==> config.mk <==
export PLATFORM = sky130hd
export DESIGN_NAME = nrzi_rx_decoder_flat
export DESIGN_NICKNAME = d
export VERILOG_FILES = /design/src/rtl/nrzi_rx_if.sv /design/src/rtl/nrzi_rx_decoder.sv /design/src/flat_wrapper.sv
export SDC_FILE = /design/constraint.sdc
export NUM_CORES = 1
export LEC_CHECK = 0
export BUFFER_PORTS_ARGS = -buffer_cell sky130_fd_sc_hd__buf_2
export CORE_MARGIN = 3
export CORE_UTILIZATION = 50
export DETAILED_ROUTE_END_ITERATION = 10
export PLACE_DENSITY = 0.7
export SETUP_SLACK_MARGIN = 0.2
export SLEW_MARGIN = 10
export SYNTH_ARGS = -nofsm -noshare
export SYNTH_HDL_FRONTEND = slang
export SYNTH_SLANG_ARGS = --single-unit
==> constraint.sdc <==
create_clock -name clk -period 2.4 [get_ports clk]
set_clock_uncertainty 0.05 [all_clocks]
set_input_delay 0.36 -clock clk [delete_from_list [all_inputs] [get_ports clk]]
set_output_delay 0.36 -clock clk [all_outputs]
set_load 0.05 [all_outputs]
==> src/rtl/nrzi_rx_if.sv <==
// Byte-side and line-side signals of the NRZI receive decoder.
// The slave modport is the decoder; the master modport is whoever drives the line and consumes words.
interface nrzi_rx_if #(
  parameter int DATA_W = 8
);
  logic              din;
  logic              out_ready;
  logic [DATA_W-1:0] out_data;
  logic              out_valid;
  logic              sync_found;
  logic              frame_done;
  logic              overrun;

  modport master (
    output din,
    output out_ready,
    input  out_data,
    input  out_valid,
    input  sync_found,
    input  frame_done,
    input  overrun
  );

  modport slave (
    input  din,
    input  out_ready,
    output out_data,
    output out_valid,
    output sync_found,
    output frame_done,
    output overrun
  );
endinterface

==> src/rtl/nrzi_rx_decoder.sv <==
// NRZI line receiver: transition decode, sync-word hunt, and fixed-length
// frame assembly into words presented on a valid/ready port.
module nrzi_rx_decoder #(
  parameter int                DATA_W    = 8,
  parameter logic [DATA_W-1:0] SYNC_WORD = 8'h7E,
  parameter int                FRAME_LEN = 4
) (
  input logic      clk,
  input logic      rst,
  nrzi_rx_if.slave bus
);
  localparam int CW = (DATA_W > 1) ? $clog2(DATA_W) : 1;

  localparam logic [0:0] HUNT = 1'b0;
  localparam logic [0:0] RECV = 1'b1;

  logic              sync1;
  logic              sync2;
  logic              prev;
  logic [0:0]        state;
  logic [DATA_W-1:0] shreg;
  logic [DATA_W-1:0] nxt;
  logic [CW-1:0]     bit_cnt;
  logic [7:0]        word_cnt;
  logic              rx_bit;
  logic              word_done;
  logic              last_word;

  assign rx_bit    = sync2 ^ prev;
  assign nxt       = {rx_bit, shreg[DATA_W-1:1]};
  assign word_done = (state == RECV) && (bit_cnt == CW'(DATA_W - 1));
  assign last_word = (word_cnt == 8'(FRAME_LEN - 1));

  always_ff @(posedge clk or posedge rst) begin
    if (rst) begin
      sync1          <= 1'b0;
      sync2          <= 1'b0;
      prev           <= 1'b0;
      state          <= HUNT;
      shreg          <= '0;
      bit_cnt        <= '0;
      word_cnt       <= '0;
      bus.out_data   <= '0;
      bus.out_valid  <= 1'b0;
      bus.sync_found <= 1'b0;
      bus.frame_done <= 1'b0;
      bus.overrun    <= 1'b0;
    end else begin
      sync1          <= bus.din;
      sync2          <= sync1;
      prev           <= sync2;
      bus.sync_found <= 1'b0;
      bus.frame_done <= 1'b0;
      bus.overrun    <= 1'b0;
      if (bus.out_valid && bus.out_ready)
        bus.out_valid <= 1'b0;
      case (state)
        HUNT: begin
          shreg <= nxt;
          if (nxt == SYNC_WORD) begin
            bus.sync_found <= 1'b1;
            bit_cnt        <= '0;
            word_cnt       <= '0;
            state          <= RECV;
          end
        end
        RECV: begin
          shreg <= nxt;
          if (word_done) begin
            bit_cnt       <= '0;
            bus.out_data  <= nxt;
            // a completed word always wins over a same-edge accept
            bus.out_valid <= 1'b1;
            bus.overrun   <= bus.out_valid && !bus.out_ready;
            if (last_word) begin
              bus.frame_done <= 1'b1;
              shreg          <= '0;
              word_cnt       <= '0;
              state          <= HUNT;
            end else begin
              word_cnt <= word_cnt + 8'd1;
            end
          end else begin
            bit_cnt <= bit_cnt + 1'b1;
          end
        end
        default: state <= HUNT;
      endcase
    end
  end
endmodule

==> src/flat_wrapper.sv <==
// flat-port wrapper written by rule: the top's interface ports become plain ports
module nrzi_rx_decoder_flat 
#(
  parameter int                DATA_W    = 8,
  parameter logic [DATA_W-1:0] SYNC_WORD = 8'h7E,
  parameter int                FRAME_LEN = 4
)
  (clk, rst, bus_din, bus_out_ready, bus_out_data, bus_out_valid, bus_sync_found, bus_frame_done, bus_overrun);
  nrzi_rx_if #(.DATA_W(DATA_W)) bus_i ();
  input logic clk;
  input logic rst;
  input wire logic [$bits(bus_i.din)-1:0] bus_din;
  input wire logic [$bits(bus_i.out_ready)-1:0] bus_out_ready;
  output wire logic [$bits(bus_i.out_data)-1:0] bus_out_data;
  output wire logic [$bits(bus_i.out_valid)-1:0] bus_out_valid;
  output wire logic [$bits(bus_i.sync_found)-1:0] bus_sync_found;
  output wire logic [$bits(bus_i.frame_done)-1:0] bus_frame_done;
  output wire logic [$bits(bus_i.overrun)-1:0] bus_overrun;
  assign bus_i.din = bus_din;
  assign bus_i.out_ready = bus_out_ready;
  assign bus_out_data = bus_i.out_data;
  assign bus_out_valid = bus_i.out_valid;
  assign bus_sync_found = bus_i.sync_found;
  assign bus_frame_done = bus_i.frame_done;
  assign bus_overrun = bus_i.overrun;
  nrzi_rx_decoder #(.DATA_W(DATA_W), .SYNC_WORD(SYNC_WORD), .FRAME_LEN(FRAME_LEN)) u_core (.clk(clk), .rst(rst), .bus(bus_i));
endmodule
==> metrics.csv <==
stage;metric;value;unit
outcome;status;finished, final reports clean;
route;initialDrtViolationCount;9;
layout;syn_to_final_growth;10.9;%
grt;antenna_found_initial;0;
logic_synthesis;syn-cell-area;1430;um2
pwr;p_switching;0.000365;W
worst_setup_path;worstSetupPathType;reg2reg;
clocking;cts.root.buffer_cell;clkbuf_4;
layout;drive_above_1_share;28.4;%
min_path;worstHoldPathType;in2async;
sta;final_max_slew_viol_count;0;
clocking;post_cts_resized;0;
floorplan;rows;18;
layout;final_cell_area;1580;um2
logic_synthesis;syn_nets;122;
logic_synthesis;synth_seq_cells;34;
grt;grt_util_all_layers;16.5;%
worst_setup_path;critPathCaptureType;flip-flop;
grt;grt_util_met2;25.6;%
route;wl_per_cell;14.0;um
sta;max_freq;542;MHz
worst_setup_path;path_max_fanout;9;
layout;final_common_cell;dfrtp_1;
sta;timing.hold.ws;0.0577;ns
grt;use_met3;4.79;%
layout;antenna_cells;0;
grt;grt-busiest-layer;met2;
logic_synthesis;synth_top_family_by_area;simple AND/OR/NAND/NOR gates;
floorplan;die_h;59.4;um
logic_synthesis;synthSimpleGateAreaFrac;15.5;%
place;pre_cts_ws;0.568;ns
worst_setup_path;worstPathRequired;2.59;ns
floorplan;pin_count;16;
pwr;ir_worst_vdd;664;uV
worst_setup_path;reg2reg_setup_slack;0.56;ns
logic_synthesis;synth_area_leaders;dfrtp_1, mux2_2, a31oi_2, ha_1, and2_1;
floorplan;core-area;2590;um2
layout;mostFrequentLayoutCells;dfrtp_1, buf_2, nand2_1;
clocking;holdBufCountCts;0;
grt;grt_pass1_wl;4200;um
route;drt-total-wl;2300;um
sta;tightest_slew;0.416;ns
worst_setup_path;cp.arrival;2.04;ns
sta;finalSetupTns;0;ns
pwr;sw_frac_of_total;29.6;%
pwr;p_clk_share;25.7;%
logic_synthesis;synth-xor-area-share;0.614;%
clocking;post_cts_buffers;0;
clocking;cts_tree;built;
route;dr_total_vias;909;
clocking;cts_buffers;5;
floorplan;die_x;59.4;um
sta;post-route-period-util;76.8;%
grt;grt_max_degree;35;
floorplan;dieArea;3530;um2
logic_synthesis;ys_seq_area_share;59.6;%
logic_synthesis;synth_top_area_cell;dfrtp_1;
grt;grt_use_met1;20.5;%
clocking;cts_buffer_depth;2;
route;drtAntennaViolNets;0;
sta;rsz0062_at_grt;no;
logic_synthesis;ys_types;31;
logic_synthesis;synth_top_cell_area_share;59.6;%
logic_synthesis;yosys_warnings;0;
floorplan;start_util;55.1;%
flow_run;drv_cap;0;
sta;setup_slack;0.556;ns
clocking;htree_levels;2;
sta;hold_viol_final;0;
grt;first_global_vias;955;
route;drc_errors;0;
place;gp_congestion;0.874;
pwr;power;0.00123;W
sta;slew_headroom;72.2;%
pwr;pwr-share-comb;18.6;%
logic_synthesis;netlist_instances;114;
layout;fillCellCount;208;
route;first_pass_iters;2;
place;placed_cell_area;1520;um2
grt;overflow;0;
clocking;clock_latency;0.32;ns
clocking;clock-sinks;34;
layout;final_net_count;141;
place;dp_hpwl;1650;um
place;numPortBuffers;15;
logic_synthesis;synth_fa_ha_area_share;3.51;%
worst_setup_path;start_kind;flip-flop;
pwr;seqPwrFrac;55.7;%
pwr;powerDensity;780;nW/um2
pwr;p_leak;0.795;nW
logic_synthesis;synthMuxAreaShare;6.23;%
sta;fin_crit;1.84;ns
logic_synthesis;synth_compound_area_share;11.4;%
sta;finalSetupViolCount;0;
logic_synthesis;synth.avg_cell_area;12.5;um2
pwr;p_int;0.000867;W
clocking;cts.reportedPaths.clkPinSlew;0.10;ns
route;vias_per_cell;5.54;
[area by class of cell]
type	instances	area [um2]	share of cell area [%]
Sequential cell	34	851	53.8
Timing Repair Buffer	16	82.6	5.22
Inverter	5	18.8	1.19
Tap cell	30	37.5	2.37
Clock inverter	1	5.00	0.316
Clock buffer	7	55.1	3.48
Multi-Input combinational cell	71	532	33.6
[power groups by stage]
| stage | clock network [W] | logic [W] | registers, W |
|---|---|---|---|
| finish | 0.000317 | 0.000229 | 0.000687 |
| global route | 0.000356 | 0.000259 | 0.000699 |
| detailed placement | 0 | 0.000235 | 0.000700 |
| floorplan | 0 | 0.000129 | 0.000749 |
| global placement | 0 | 0.000225 | 0.000694 |
| CTS | 0.000331 | 0.000235 | 0.000688 |
[logic make-up after synthesis]
| family | after synthesis |
|---|---|
| buffers and inverters | 9 |
| DFF | 34 |
| adders and majority gates | 4 |
| muxes | 8 |
| xor gates and xnor gates | 1 |
| and+or+nand+nor | 39 |
| AOI/OAI and AO/OA | 19 |
[metal layers]
metal	share of wire [%]	wire, um
met1	46	1050
met4	2.2	50
met2	47	1090
met3	4.7	108
met5	0	0
[worst max-delay path, cell delays in order (launching register included)]
cell and delay (ns):
dfrtp_1 0.40, ha_1 0.20, ha_1 0.21, and2_1 0.26
or2_1 0.41, a31oi_2 0.24
[worst paths after layout]
kind                                               startpoint                             end  cells past startpoint
min in group clk                                      bus_din          u_core.sync1$_DFF_PP0_                      1
max in group asynchronous                                 rst       u_core.shreg[7]$_DFF_PP0_                      3
worst min register to register         u_core.sync1$_DFF_PP0_          u_core.sync2$_DFF_PP0_                      0
worst max register to register  u_core.bit_cnt[0]$_DFFE_PP0P_  u_core.word_cnt[3]$_DFFE_PP0P_                      5
worst min-delay path                                      rst  u_core.bus.out_valid$_DFF_PP0_                      3
worst max-delay path            u_core.bit_cnt[0]$_DFFE_PP0P_  u_core.word_cnt[3]$_DFFE_PP0P_                      5
[through the flow]
step                utilization [%]  cells
CTS                            61.1    164
detailed placement             58.7    156
finish                         61.1    164
global placement               58.7    156
global route                   61.1    164
floorplan                         -    114
[registers in the layout, indices dropped and copies added (netlist names)]
signal and cells:
u_core.sync1 1, u_core.prev 1, u_core.shreg 7, u_core.word_cnt 8, u_core.state 1, u_core.bus.sync_found 1, u_core.bus.out_data 8, u_core.bus.overrun 1
u_core.bus.out_valid 1, u_core.bit_cnt 3, u_core.sync2 1, u_core.bus.frame_done 1
[cells in the mapped netlist, drive strengths merged]
cell	number
a22o	2
a31oi	8
a41oi	3
and2	6
and3	3
and3b	1
and4bb	1
buf	3
clkbuf	1
dfrtp	34
ha	4
inv	5
mux2	7
mux2i	1
nand2	9
nand2b	3
nand3	5
nand4	1
nand4b	1
nor2	5
nor2b	1
nor3	1
nor4b	1
o211ai	1
o21ai	5
or2	1
xnor2	1
No activity file was read; power rests on OpenSTA's default activity.
